<file path="src/rtl/cam_fb_writer_if.sv">
// Camera pixel bus plus frame-buffer write port; master drives the camera side.
// No backpressure: the camera stream and write strobe are free-running.
interface cam_fb_writer_if #(
  parameter int ADDR_W = 17
);
  logic              capture_en;
  logic              vsync;
  logic              href;
  logic [7:0]        data;
  logic              we;
  logic [ADDR_W-1:0] wAddr;
  logic [15:0]       wData;
  logic              frame_done;
  logic              busy;

  modport master (
    output capture_en, vsync, href, data,
    input  we, wAddr, wData, frame_done, busy
  );

  modport slave (
    input  capture_en, vsync, href, data,
    output we, wAddr, wData, frame_done, busy
  );
endinterface

</file>
<file path="src/rtl/cam_fb_writer.sv">
// Packs OV7670 byte pairs into RGB565 and writes them at y*H_RES+x; write is 2 cycles after the 2nd byte.
// No backpressure: the frame buffer accepts one write per cycle, so the camera stream is never stalled.
module cam_fb_writer #(
  parameter int H_RES  = 320,
  parameter int V_RES  = 240,
  parameter int ADDR_W = 17
) (
  input  logic         clk,
  input  logic         reset_n,
  cam_fb_writer_if.slave cam
);

  localparam int XW = $clog2(H_RES + 1);
  localparam int YW = $clog2(V_RES + 1);
  localparam logic [XW-1:0]     X_MAX = XW'(H_RES);
  localparam logic [YW-1:0]     Y_MAX = YW'(V_RES);
  localparam logic [ADDR_W-1:0] PITCH = ADDR_W'(H_RES);

  typedef enum logic {WAIT_VS, CAPTURE} state_t;

  state_t state, state_n;

  logic       vsync_q, href_q, vsync_p, href_p;
  logic [7:0] data_q;

  logic [XW-1:0]     x, x_n;
  logic [YW-1:0]     line, line_n;
  logic [ADDR_W-1:0] line_base, line_base_n;
  logic              phase, phase_n;
  logic [7:0]        hi, hi_n;

  logic              we_r, we_n;
  logic [ADDR_W-1:0] waddr_r, waddr_n;
  logic [15:0]       wdata_r, wdata_n;
  logic              fdone_r, fdone_n;

  logic vs_fall, vs_rise, href_fall;

  assign vs_fall   = vsync_p & ~vsync_q;
  assign vs_rise   = ~vsync_p & vsync_q;
  assign href_fall = href_p & ~href_q;

  always_ff @(posedge clk or negedge reset_n) begin
    if (!reset_n) begin
      vsync_q <= 1'b0;
      href_q  <= 1'b0;
      data_q  <= 8'd0;
      vsync_p <= 1'b0;
      href_p  <= 1'b0;
    end else begin
      vsync_q <= cam.vsync;
      href_q  <= cam.href;
      data_q  <= cam.data;
      vsync_p <= vsync_q;
      href_p  <= href_q;
    end
  end

  always_ff @(posedge clk or negedge reset_n) begin
    if (!reset_n) state <= WAIT_VS;
    else          state <= state_n;
  end

  always_comb begin
    state_n     = state;
    x_n         = x;
    line_n      = line;
    line_base_n = line_base;
    phase_n     = phase;
    hi_n        = hi;
    we_n        = 1'b0;
    waddr_n     = waddr_r;
    wdata_n     = wdata_r;
    fdone_n     = 1'b0;

    case (state)
      WAIT_VS: begin
        if (vs_fall && cam.capture_en) begin
          x_n         = '0;
          line_n      = '0;
          line_base_n = '0;
          phase_n     = 1'b0;
          state_n     = CAPTURE;
        end
      end
      CAPTURE: begin
        // Frame end takes priority over any line bookkeeping in the same cycle.
        if (vs_rise) begin
          fdone_n = 1'b1;
          state_n = WAIT_VS;
        end else if (href_fall) begin
          // Clipped lines (line == V_RES) must not push line_base past the last row.
          if (x != '0 && line < Y_MAX) begin
            line_base_n = line_base + PITCH;
            line_n      = line + YW'(1);
          end
          x_n     = '0;
          phase_n = 1'b0;
        end else if (href_q) begin
          if (!phase) begin
            hi_n    = data_q;
            phase_n = 1'b1;
          end else begin
            phase_n = 1'b0;
            if (x < X_MAX && line < Y_MAX) begin
              we_n    = 1'b1;
              waddr_n = line_base + ADDR_W'(x);
              wdata_n = {hi, data_q};
              x_n     = x + XW'(1);
            end else begin
              x_n = X_MAX;
            end
          end
        end
      end
      default: state_n = WAIT_VS;
    endcase
  end

  always_ff @(posedge clk or negedge reset_n) begin
    if (!reset_n) begin
      x         <= '0;
      line      <= '0;
      line_base <= '0;
      phase     <= 1'b0;
      hi        <= 8'd0;
      we_r      <= 1'b0;
      waddr_r   <= '0;
      wdata_r   <= 16'd0;
      fdone_r   <= 1'b0;
    end else begin
      x         <= x_n;
      line      <= line_n;
      line_base <= line_base_n;
      phase     <= phase_n;
      hi        <= hi_n;
      we_r      <= we_n;
      waddr_r   <= waddr_n;
      wdata_r   <= wdata_n;
      fdone_r   <= fdone_n;
    end
  end

  assign cam.we         = we_r;
  assign cam.wAddr      = waddr_r;
  assign cam.wData      = wdata_r;
  assign cam.frame_done = fdone_r;
  assign cam.busy       = (state == CAPTURE);

endmodule

</file>
<file path="src/flat_wrapper.sv">
// flat-port wrapper written by rule: the top's interface ports become plain ports
module cam_fb_writer_flat 
#(
  parameter int H_RES  = 320,
  parameter int V_RES  = 240,
  parameter int ADDR_W = 17
)
  (clk, reset_n, cam_capture_en, cam_vsync, cam_href, cam_data, cam_we, cam_wAddr, cam_wData, cam_frame_done, cam_busy);
  cam_fb_writer_if #(.ADDR_W(ADDR_W)) cam_i ();
  input  logic clk;
  input  logic reset_n;
  input wire logic [$bits(cam_i.capture_en)-1:0] cam_capture_en;
  input wire logic [$bits(cam_i.vsync)-1:0] cam_vsync;
  input wire logic [$bits(cam_i.href)-1:0] cam_href;
  input wire logic [$bits(cam_i.data)-1:0] cam_data;
  output wire logic [$bits(cam_i.we)-1:0] cam_we;
  output wire logic [$bits(cam_i.wAddr)-1:0] cam_wAddr;
  output wire logic [$bits(cam_i.wData)-1:0] cam_wData;
  output wire logic [$bits(cam_i.frame_done)-1:0] cam_frame_done;
  output wire logic [$bits(cam_i.busy)-1:0] cam_busy;
  assign cam_i.capture_en = cam_capture_en;
  assign cam_i.vsync = cam_vsync;
  assign cam_i.href = cam_href;
  assign cam_i.data = cam_data;
  assign cam_we = cam_i.we;
  assign cam_wAddr = cam_i.wAddr;
  assign cam_wData = cam_i.wData;
  assign cam_frame_done = cam_i.frame_done;
  assign cam_busy = cam_i.busy;
  cam_fb_writer #(.H_RES(H_RES), .V_RES(V_RES), .ADDR_W(ADDR_W)) u_core (.clk(clk), .reset_n(reset_n), .cam(cam_i));
endmodule
</file>
<file path="config.mk">
export PLATFORM = sky130hd
export DESIGN_NAME = cam_fb_writer_flat
export DESIGN_NICKNAME = d
export VERILOG_FILES = /design/src/rtl/cam_fb_writer_if.sv /design/src/rtl/cam_fb_writer.sv /design/src/flat_wrapper.sv
export SDC_FILE = /design/constraint.sdc
export NUM_CORES = 1
export LEC_CHECK = 0
export CORE_MARGIN = 2
export CORE_UTILIZATION = 35
export DETAILED_ROUTE_END_ITERATION = 10
export PLACE_DENSITY = 0.54
export SYNTH_ARGS = -nofsm -noshare
export SYNTH_HDL_FRONTEND = slang
export SYNTH_SLANG_ARGS = --single-unit
</file>
<file path="constraint.sdc">
create_clock -name clk -period 5 [get_ports clk]
set_input_delay 0.5 -clock clk [delete_from_list [all_inputs] [get_ports clk]]
set_output_delay 0.5 -clock clk [all_outputs]
set_load 0.03 [all_outputs]
</file>
* Yosys cells after proc, flatten, opt, wreduce, memory -nomap -nowiden
Index checks and enable logic that the tools add are counted.
Word-level totals: register bits after elaboration 91, output and inout bits 36, logic and storage cells 80, bits of input ports 13
Cells by class: reductions and logical operators 9, order comparisons 2, muxes and demuxes 34, equality and inequality tests 6, bitwise operators 10, add/subtract/negate cells 4
Operators with widths (number):
- $mux 17 | 4
- $mux 9 | 6
- $pmux 17 s2 | 1
- $mux 8 | 4
- $pmux 9 s2 | 1
- $add 17x9->17 | 1
- $add 17x9->17 const B | 1
- $pmux 8 s2 | 1
- $mux 1 | 15
- $add 9x1->9 const B | 1
- $lt 9x9->1 const B | 1
- $reduce_bool 9->1 | 1
- $add 8x1->8 const B | 1
- $lt 8x8->1 const B | 1
- $reduce_and 4->1 | 2
- $not 1->1 | 7
- $ne 2x2->1 const B | 3
- $ne 3x3->1 const B | 2
- $reduce_and 6->1 | 1
- $reduce_and 5->1 | 1
- $pmux 1 s2 | 2
- $and 1x1->1 | 3
- $logic_and 1x1->1 | 3
- $reduce_and 3->1 | 1
- $ne 2x1->1 const B | 1

* Depth between registers and ports, before layout
Gate-level depths: netlist of run 1.
depth after elaboration 8, gate-level depth with buffers 8, depth with buffers taken out 7

* Least setup slack after synthesis of run 1
Ideal clock, no wire load.
kind reg-to-reg, from register u_core.x[0], to register u_core.line[6], path slack 3.160 ns, clock period less this slack 1.840 ns, stages on the path, launching flop included 9, arrival 1.718 ns, data required time 4.878 ns, path through dfrtp_1 inv_1 ha_1 nor4b_1 and2_1 buf_6 or4_4 mux2i_1 o21ai_1
Between the ends: longest elaborated chain between the ends 4
RTL lines:
- start, declared | RTL line cam_fb_writer.sv:26 | logic [XW-1:0] x, x_n;
- start signal, assigned | RTL line cam_fb_writer.sv:132 | x <= x_n;
- $reduce_bool 9->1 | RTL line cam_fb_writer.sv:93 | if (x != '0 && line < Y_MAX) begin
- $logic_and 1x1->1 | RTL line cam_fb_writer.sv:93
- $ne 2x2->1 (no line)
- $reduce_and 4->1 (no line)
- end signal, assigned | RTL line cam_fb_writer.sv:133 | line <= line_n;
- end, declared | RTL line cam_fb_writer.sv:27 | logic [YW-1:0] line, line_n;
No other way between the ends. A chain may end at the register's enable or synchronous reset.

* Worst setup path after layout of run 1
from register u_core.state (netlist: u_core.cam.busy), to register u_core.wdata_r[13] (netlist: u_core.cam.wData[13])
Between the ends: longest elaborated chain between the ends 1
RTL lines:
- start, declared | RTL line cam_fb_writer.sv:21 | state_t state, state_n;
- start signal, assigned | RTL line cam_fb_writer.sv:61 | else state <= state_n;
- $reduce_and 6->1 (no line)
- end signal, assigned | RTL line cam_fb_writer.sv:139 | wdata_r <= wdata_n;
- end, declared | RTL line cam_fb_writer.sv:34 | logic [15:0] wdata_r, wdata_n;
No other way between the ends.

==> results of run 1 <==
## cell type report
class	count	area, um^2	share of cell area, %
flip-flops and latches	85	2130	46.2
multi-input cells	226	1570	34.1
repair buffers	52	510	11.1
well taps	140	175	3.80
clock buffers	11	141	3.07
clock inverters	4	48.8	1.06
inverters	8	30.0	0.652
## what timing repair did
action | 4_1_cts | 5_1_grt
setup endpoints to repair | 0 | 0
hold buffers | 1 | 0
hold endpoints to repair | 14 | 0
## cells in the final DEF (no fill, tap or decap), drive strengths merged, types with 4 or more instances in the layout
master,n
ha,7
mux2i,5
xor2,10
a21oi,17
nand3,15
nor2,26
xnor2,4
and3,7
nand2b,4
buf,4
o311ai,4
a31oi,7
mux2,33
clkdlybuf4s50,47
nand4,4
dfrtp,85
o21ai,12
nor3,5
clkbuf,11
inv,8
nand2,31
## power by group through the flow
| stage | combinational (mW) | sequential (mW) | clock [mW] |
|---|---|---|---|
| floorplan | 0.291 | 1.19 | 0 |
| global placement | 0.758 | 1.02 | 0 |
| detailed placement | 0.766 | 1.02 | 0 |
| CTS | 0.770 | 1.01 | 0.493 |
| global route | 0.816 | 1.04 | 0.521 |
| finish | 0.758 | 1.01 | 0.475 |
## flip-flops by register name, summed over array words and instances, names as in the netlist
| name | flops |
|---|---|
| u_core.vsync_q | 1 |
| u_core.cam.busy | 1 |
| u_core.line_base | 11 |
| u_core.cam.frame_done | 1 |
| u_core.href_p | 1 |
| u_core.line | 8 |
| u_core.vsync_p | 1 |
| u_core.cam.wData | 16 |
| u_core.phase | 1 |
| u_core.x | 9 |
| u_core.href_q | 1 |
| u_core.cam.wAddr | 17 |
| u_core.hi | 8 |
| u_core.cam.we | 1 |
| u_core.data_q | 8 |
## metrics by stage
step           instances  util (%)  instance area [um^2]  hold slack (ns)  setup slack, ns
2_1_floorplan        331         -                  3800            0.204             3.16
3_3_place_gp         510      41.2                  4410            0.367             2.22
3_5_place_dp         510      41.2                  4410            0.366             2.20
4_1_cts              526      43.1                  4610            0.434             2.18
5_1_grt              526      43.1                  4610            0.458             1.95
6_report             526      43.1                  4610            0.430             2.22
## worst paths after layout
kind,start,end,slack (ns),depth (start not counted)
min reg2reg,u_core.vsync_q,u_core.vsync_p,0.43,0
max,u_core.cam.busy,u_core.cam.wData[13],2.22,4
min,u_core.vsync_q,u_core.vsync_p,0.43,0
max reg2reg,u_core.cam.busy,u_core.cam.wData[13],2.22,4
max in group asynchronous,reset_n,u_core.data_q[3],3.32,3
min in group asynchronous,reset_n,u_core.line[4],0.53,2
## routing by layer
metal	routed length [um]	vias to the layer above	part of all wire [%]
met4	192	0	2.5
met3	354	16	4.7
met2	3600	50	47
li1	-	1282	-
met5	0	-	0
met1	3460	1303	45
## cells by family (layout without fill, tap and decap cells)
family          count (synthesis)  count (layout)  share of synthesized area (%)
simple gates                  107             107                           14.2
buf+inv                        20              75                           2.63
fa+ha+maj                       7               7                           2.30
mux                            38              38                           11.1
xor+xnor                       14              14                           3.23
flops                          85              85                           56.0
compound gates                 60              60                           10.6
==> out/results.ini, run 1 <==
[clocking]
numClockSinks=85
clk_pin_slew_ns=0.09
cts_max_path_buffers=2
clk_latency_ns=0.35
cts_made_buffers=9
root_buffer=clkbuf_8
htreeDepth=3
cts_resized=0
cts_tree=built
post_cts_buffers=0

[synth]
yosys.area.top_type=dfrtp_1
synth_nets=351
synth_edf_count=0
yosysUniqueCellTypes=54
async_reset_ff_share_pct=100
yosys-top-cells-count=dfrtp_1 (85), mux2_2 (33), nand2_1 (31)
ys.flop_type=dfrtp_1
syn_avg_cell_area_um2=11.5
synth_cells=331
yosysSeqAreaShare_pct=56.0
synth_warnings=0
synthTopCellsByArea=dfrtp_1 (56%), mux2_2 (9.8%), nand2_1 (3.1%)
synth_top_area_share_pct=56.0
ys_ff_latch=85
synth_area_um2=3800
post-synth-top-count-cell=dfrtp_1

[global_route]
grtUsageMet3_pct=3.68
grt_pass1_wl_mm=13.2
grt_use_met2_pct=22.9
grt_start_max_net_pins=72
track_usage_pct=14.3
grt_most_used_layer=met2
grt_pass1_vias=2797
antenna_found_initial=0
grt-ovfl-total=0
met1_usage_pct=18.1

[power]
pwr_density_cell_nw_per_um2=487
peakVddDrop_v=0.000223
power_leakage_nw=2.00
switching_share_pct=35.2
combPwrFrac_pct=33.8
power_mw=2.24
p_switching_mw=0.789
pwr-share-clk_pct=21.2
p_int_mw=1.45
pwr-share-seq_pct=45.0

[critical_path]
slowest_delay_ns=0.80
path_cells=nand2_1 -> nor3_4 -> buf_4 -> mux2_2
end_kind=register
timing.critical_path.required_ns=5.23
cp_top_family=simple AND/OR/NAND/NOR gates
path_class=reg -> reg
crit_arrival_ns=3.01
worstPathMaxFanout=30
critical_path_buf_inv_count=1
cp_slowest_cell=dfrtp_1
critPathLaunchType=register

[die]
design.core.area_um2=10700
ios=49
start_util_pct=35.5
die_x_um=108
die_h_um=108
rows=38
dieArea_um2=11700

[min_path]
hold_path_class=reg -> reg

[route]
drc=0
routed_wl_mm=7.60
dr_total_vias=2651
wire_per_inst_um=14.5
initialDrtViolationCount=142
first_pass_iters=4
drtAntennaViolNets=0
drt-vias-per-instance=5.04

[flow_run]
cap_violations=0

[placed_design]
dp.final_hpwl_mm=5.26
io_buffers=48
globalplace.congestion=0.749

[sta]
setup_viol=0
tns_ns=0
fin_crit_ns=2.78
tightest_slew_ns=0.896
drv_slew=0
skew_ns=0.0142
max_freq_ghz=0.360
rsz0062_at_grt=false
slew_headroom_pct=40.3
finalCritPeriodShare_pct=55.5
hold_violations=0

[finish]
area_growth_pct=21.2
antenna_cells=0
layout-drive-gt1-share_pct=16.6
nets=402
n_fill_cell=1032

[run_status]
status=completed

(Power assumes the default switching activity.)
==> run 2, diff against run 1 <==
--- a/config.mk
+++ b/config.mk
@@ -8,7 +8,7 @@
 export CORE_MARGIN = 2
 export CORE_UTILIZATION = 35
 export DETAILED_ROUTE_END_ITERATION = 10
-export PLACE_DENSITY = 0.54
+export PLACE_DENSITY = 0.56
 export SYNTH_ARGS = -nofsm -noshare
 export SYNTH_HDL_FRONTEND = slang
 export SYNTH_SLANG_ARGS = --single-unit
==> constraint.sdc (replaced) <==
create_clock -name clk -period 2.4 [get_ports clk]
set_input_delay 0.24 -clock clk [delete_from_list [all_inputs] [get_ports clk]]
set_output_delay 0.24 -clock clk [all_outputs]
set_load 0.03 [all_outputs]
==> out/results.ini, run 2 (synthesized netlist as in run 1, its figures left out) <==
[sta]
slew_headroom_pct=59.9
rsz0062_at_grt=false
tns_ns=0
tightest_slew_ns=0.597
hold_violations=0
setup_slack_ns=0.405
finalCritPeriodShare_pct=83.1
fin_crit_ns=2.00
drv_slew=0
max_freq_ghz=0.501
skew_ns=0.0170
setup_viol=0

[placed_design]
io_buffers=48
place_ws_ns=0.334
dp.final_hpwl_mm=5.44
globalplace.congestion=0.804

[finish]
nets=406
largest_reg_flops=17
n_fill_cell=1034
layout-drive-gt1-share_pct=17.9
area_growth_pct=23.6
multi_input_area_um2=1570
layout_commonest_cell=dfrtp_1
regArea_um2=2130
layout_common_cells=dfrtp_1 (85), clkdlybuf4s50_1 (47), mux2_2 (33)
antenna_cells=0

[route]
first_pass_iters=4
wire_per_inst_um=14.7
routed_wl_mm=7.80
dr_total_vias=2651
drt-vias-per-instance=4.99
initialDrtViolationCount=97
drtAntennaViolNets=0
drc=0

[die]
ios=49
design.core.area_um2=10700
rows=38
dieArea_um2=11700
die_h_um=108
start_util_pct=35.5
die_x_um=108

[flow_run]
cap_violations=0

[global_route]
grt_pass1_vias=2727
antenna_found_initial=0
met1_usage_pct=18.2
grt-ovfl-total=0
grt_most_used_layer=met2
grtUsageMet3_pct=4.58
grt_pass1_wl_mm=13.4
grt_use_met2_pct=24.3
grt_start_max_net_pins=45
track_usage_pct=14.5

[run_status]
status=completed

[critical_path]
critPathLaunchType=register
end_kind=register
path_class=reg -> reg
timing.critical_path.required_ns=2.64
worstPathMaxFanout=7
crit_arrival_ns=2.24

[clocking]
clk_latency_ns=0.36
htreeDepth=3
root_buffer=clkbuf_8
cts_made_buffers=9
numClockSinks=85
cts_max_path_buffers=2
clk_pin_slew_ns=0.10
cts_tree=built

[power]
pwr_density_cell_nw_per_um2=1030
peakVddDrop_v=0.000573
power_mw=4.86
power_leakage_nw=2.04

[min_path]
hold_path_class=in -> reg

## run 2: cell types whose count changed in the layout (fill, tap and decap cells not counted), sizes merged
cell	before	now
buf	4	8
clkinv	3	2
clkbuf	11	9
bufinv	1	2
inv	8	11
## run 2: final timing paths
kind | from | to | slack [ns] | depth (start not counted)
setup / recovery | u_core.x[0] | u_core.line_base[11] | 0.40 | 7
hold / removal | cam_data[5] | u_core.data_q[5] | 0.30 | 1
setup reg to reg | u_core.x[0] | u_core.line_base[11] | 0.40 | 7
hold reg to reg | u_core.href_q | u_core.href_p | 0.43 | 0
max in group asynchronous | reset_n | u_core.cam.wData[1] | 1.37 | 3
min in group asynchronous | reset_n | u_core.cam.wAddr[4] | 0.39 | 2
## run 2: per-layer routing
layer	part of all wire (%)	wire [um]
met3	4.7	370
met4	1.1	87
met5	0	0
met1	45	3490
met2	49	3850
## run 2: per-stage QoR
| step | area (um^2) | util (%) | hold slack, ns | std cells |
|---|---|---|---|---|
| 4_1_cts | 4700 | 43.9 | 0.290 | 531 |
| 3_3_place_gp | 4460 | 41.7 | 0.259 | 514 |
| 6_report | 4700 | 43.9 | 0.301 | 531 |
| 5_1_grt | 4700 | 43.9 | 0.275 | 531 |
| 2_1_floorplan | 3800 | - | -0.0556 | 331 |
| 3_5_place_dp | 4460 | 41.7 | 0.258 | 514 |
## run 2: layout make-up
cell class / count / share of cell area, %
Clock buffer: 9 / 2.64
Tap cell: 140 / 3.73
Multi-Input combinational cell: 226 / 33.5
Timing Repair Buffer: 56 / 12.0
Clock inverter: 7 / 2.18
Inverter: 8 / 0.639
Sequential cell: 85 / 45.3
## run 2: worst max-delay path, cell delays in order (launching register included)
cell     delay, ns
dfrtp_1       0.44
inv_1         0.08
ha_1          0.14
nor4b_1       0.39
nand2_1       0.29
nand4_1       0.22
nor3b_1       0.07
a211o_1       0.26
## run 2: power breakdown
part           total (mW)  internal (mW)  switching [mW]
clock                1.17          0.601           0.565
combinational        1.61          0.742           0.867
sequential           2.08           1.81           0.279
## run 2: what timing repair did
action | CTS | global route
setup buffers | 0 | 0
endpoints found under the hold margin | 36 | 0
gates resized for setup | 0 | 0
endpoints found under the setup margin | 0 | 0
hold buffers | 1 | 0
==> run 3, diff against run 2 <==
--- a/config.mk
+++ b/config.mk
@@ -8,7 +8,7 @@
 export CORE_MARGIN = 2
 export CORE_UTILIZATION = 35
 export DETAILED_ROUTE_END_ITERATION = 10
-export PLACE_DENSITY = 0.56
+export PLACE_DENSITY = 0.54
 export SYNTH_ARGS = -nofsm -noshare
 export SYNTH_HDL_FRONTEND = slang
 export SYNTH_SLANG_ARGS = --single-unit
==> constraint.sdc (replaced) <==
create_clock -name clk -period 2 [get_ports clk]
set_input_delay 0.2 -clock clk [delete_from_list [all_inputs] [get_ports clk]]
set_output_delay 0.2 -clock clk [all_outputs]
set_load 0.03 [all_outputs]
==> out/results.ini, run 3 (synthesized netlist as in run 1, its figures left out) <==
[critical_path]
cp_slowest_cell=dfrtp_1
path_class=reg -> reg
r2r_slack_ns=0.11
crit_arrival_ns=2.14
slowest_delay_ns=0.48
r2r_end=u_core.cam.wAddr[1]
path_cells=buf_4 -> nand2_1 -> nor3_4 -> buf_12 -> mux2_2
end_kind=register
cp_top_family=buffers and inverters
worstPathMaxFanout=44
critical_path_buf_inv_count=2
critPathLaunchType=register
timing.critical_path.required_ns=2.24
r2r_cells=5
r2r_start=u_core.cam.busy

[global_route]
grt_pass1_vias=2672
grt_start_max_net_pins=67
antenna_found_initial=0
grt-ovfl-total=0
track_usage_pct=14.4
grt_pass1_wl_mm=13.2

[die]
die_x_um=108
die_h_um=108
dieArea_um2=11700
start_util_pct=35.5
ios=49
design.core.area_um2=10700
rows=38

[route]
first_pass_iters=4
initialDrtViolationCount=100
dr_total_vias=2674
wire_per_inst_um=14.4
drtAntennaViolNets=0
routed_wl_mm=7.73
drt-vias-per-instance=4.98
drc=0

[clocking]
clk_pin_slew_ns=0.10
htreeDepth=3
clk_latency_ns=0.35
cts_made_buffers=9
cts_max_path_buffers=2
numClockSinks=85
cts_tree=built
root_buffer=clkbuf_8

[finish]
antenna_cells=0
area_growth_pct=24.2
layout_commonest_cell=dfrtp_1
n_fill_cell=1037
nets=412
stdcell_count=537
layout-drive-gt1-share_pct=20.2
largest_reg_flops=17
layout_common_cells=dfrtp_1 (85), clkdlybuf4s50_1 (47), mux2_2 (33)
utilization_pct=44.1

[sta]
whs_ns=0.265
skew_ns=0.0108
max_freq_ghz=0.528
tightest_slew_ns=0.478
setup_viol=0
tns_ns=0
drv_slew=0
fin_crit_ns=1.89
finalCritPeriodShare_pct=94.6
hold_violations=0
setup_slack_ns=0.107
rsz0062_at_grt=false
slew_headroom_pct=68.0

[placed_design]
place_ws_ns=0.00291
dpl.cell_count=519
globalplace.congestion=0.756
dp.final_hpwl_mm=5.26
io_buffers=48

[power]
pwr_density_cell_nw_per_um2=1200
peakVddDrop_v=0.000630
power_leakage_nw=2.06

[run_status]
status=completed

[flow_run]
cap_violations=0

[min_path]
hold_path_class=in -> async

==> run 3: layout make-up <==
cell class | instances | area (um^2) | share of cell area (%)
Tap cell | 140 | 175 | 3.71
Clock inverter | 6 | 51.3 | 1.09
Clock buffer | 10 | 138 | 2.92
Timing Repair Buffer | 62 | 611 | 12.9
Sequential cell | 85 | 2130 | 45.1
Inverter | 8 | 30.0 | 0.636
Multi-Input combinational cell | 226 | 1590 | 33.6
==> run 3: where the power goes <==
part           switching (mW)  total (mW)  internal [mW]
Sequential              0.296        2.46           2.17
Combinational            1.09        2.02          0.930
Clock                   0.663        1.17          0.508
Total                    2.05        5.66           3.61
==> run 3: metal layers <==
| layer | vias to the layer above | share of wire, % | global-route usage, % |
|---|---|---|---|
| li1 | 1306 | - | - |
| met5 | - | 0 | 0 |
| met2 | 47 | 49 | 23.4 |
| met1 | 1313 | 47 | 18.9 |
| met3 | 8 | 3.8 | 3.68 |
| met4 | 0 | 0.84 | 4.21 |
==> run 3: repair_timing <==
action,4_1_cts,5_1_grt
hold endpoints to repair,19,0
gates resized for setup,0,4
endpoints found under the setup margin,0,11
hold buffers,1,0
buffers inserted,0,1
==> run 3: how the worst max path moves through the flow <==
stage / slack, ns / end / cells past startpoint / from
floorplan: 0.16 / u_core.line[6] / 8 / u_core.x[0]
global placement: 0.05 / u_core.hi[6] / 5 / cam_capture_en
detailed placement: 0.003 / u_core.hi[3] / 5 / cam_capture_en
CTS: 0.06 / u_core.line[3] / 7 / u_core.x[1]
global route: 0.01 / u_core.cam.wAddr[9] / 5 / u_core.cam.busy
finish: 0.11 / u_core.cam.wAddr[1] / 5 / u_core.cam.busy
==> run 3: worst reg2reg max path: stages (launching register included) <==
cell and delay, ns:
dfrtp_1 0.48, buf_4 0.29, nand2_1 0.14, nor3_4 0.23, buf_12 0.25, mux2_2 0.39
==> run 3: through the flow <==
step	power, mW	area (um^2)
2_1_floorplan	3.69	3800
3_3_place_gp	4.48	4500
3_5_place_dp	4.51	4500
4_1_cts	5.72	4700
5_1_grt	6.01	4720
6_report	5.66	4720
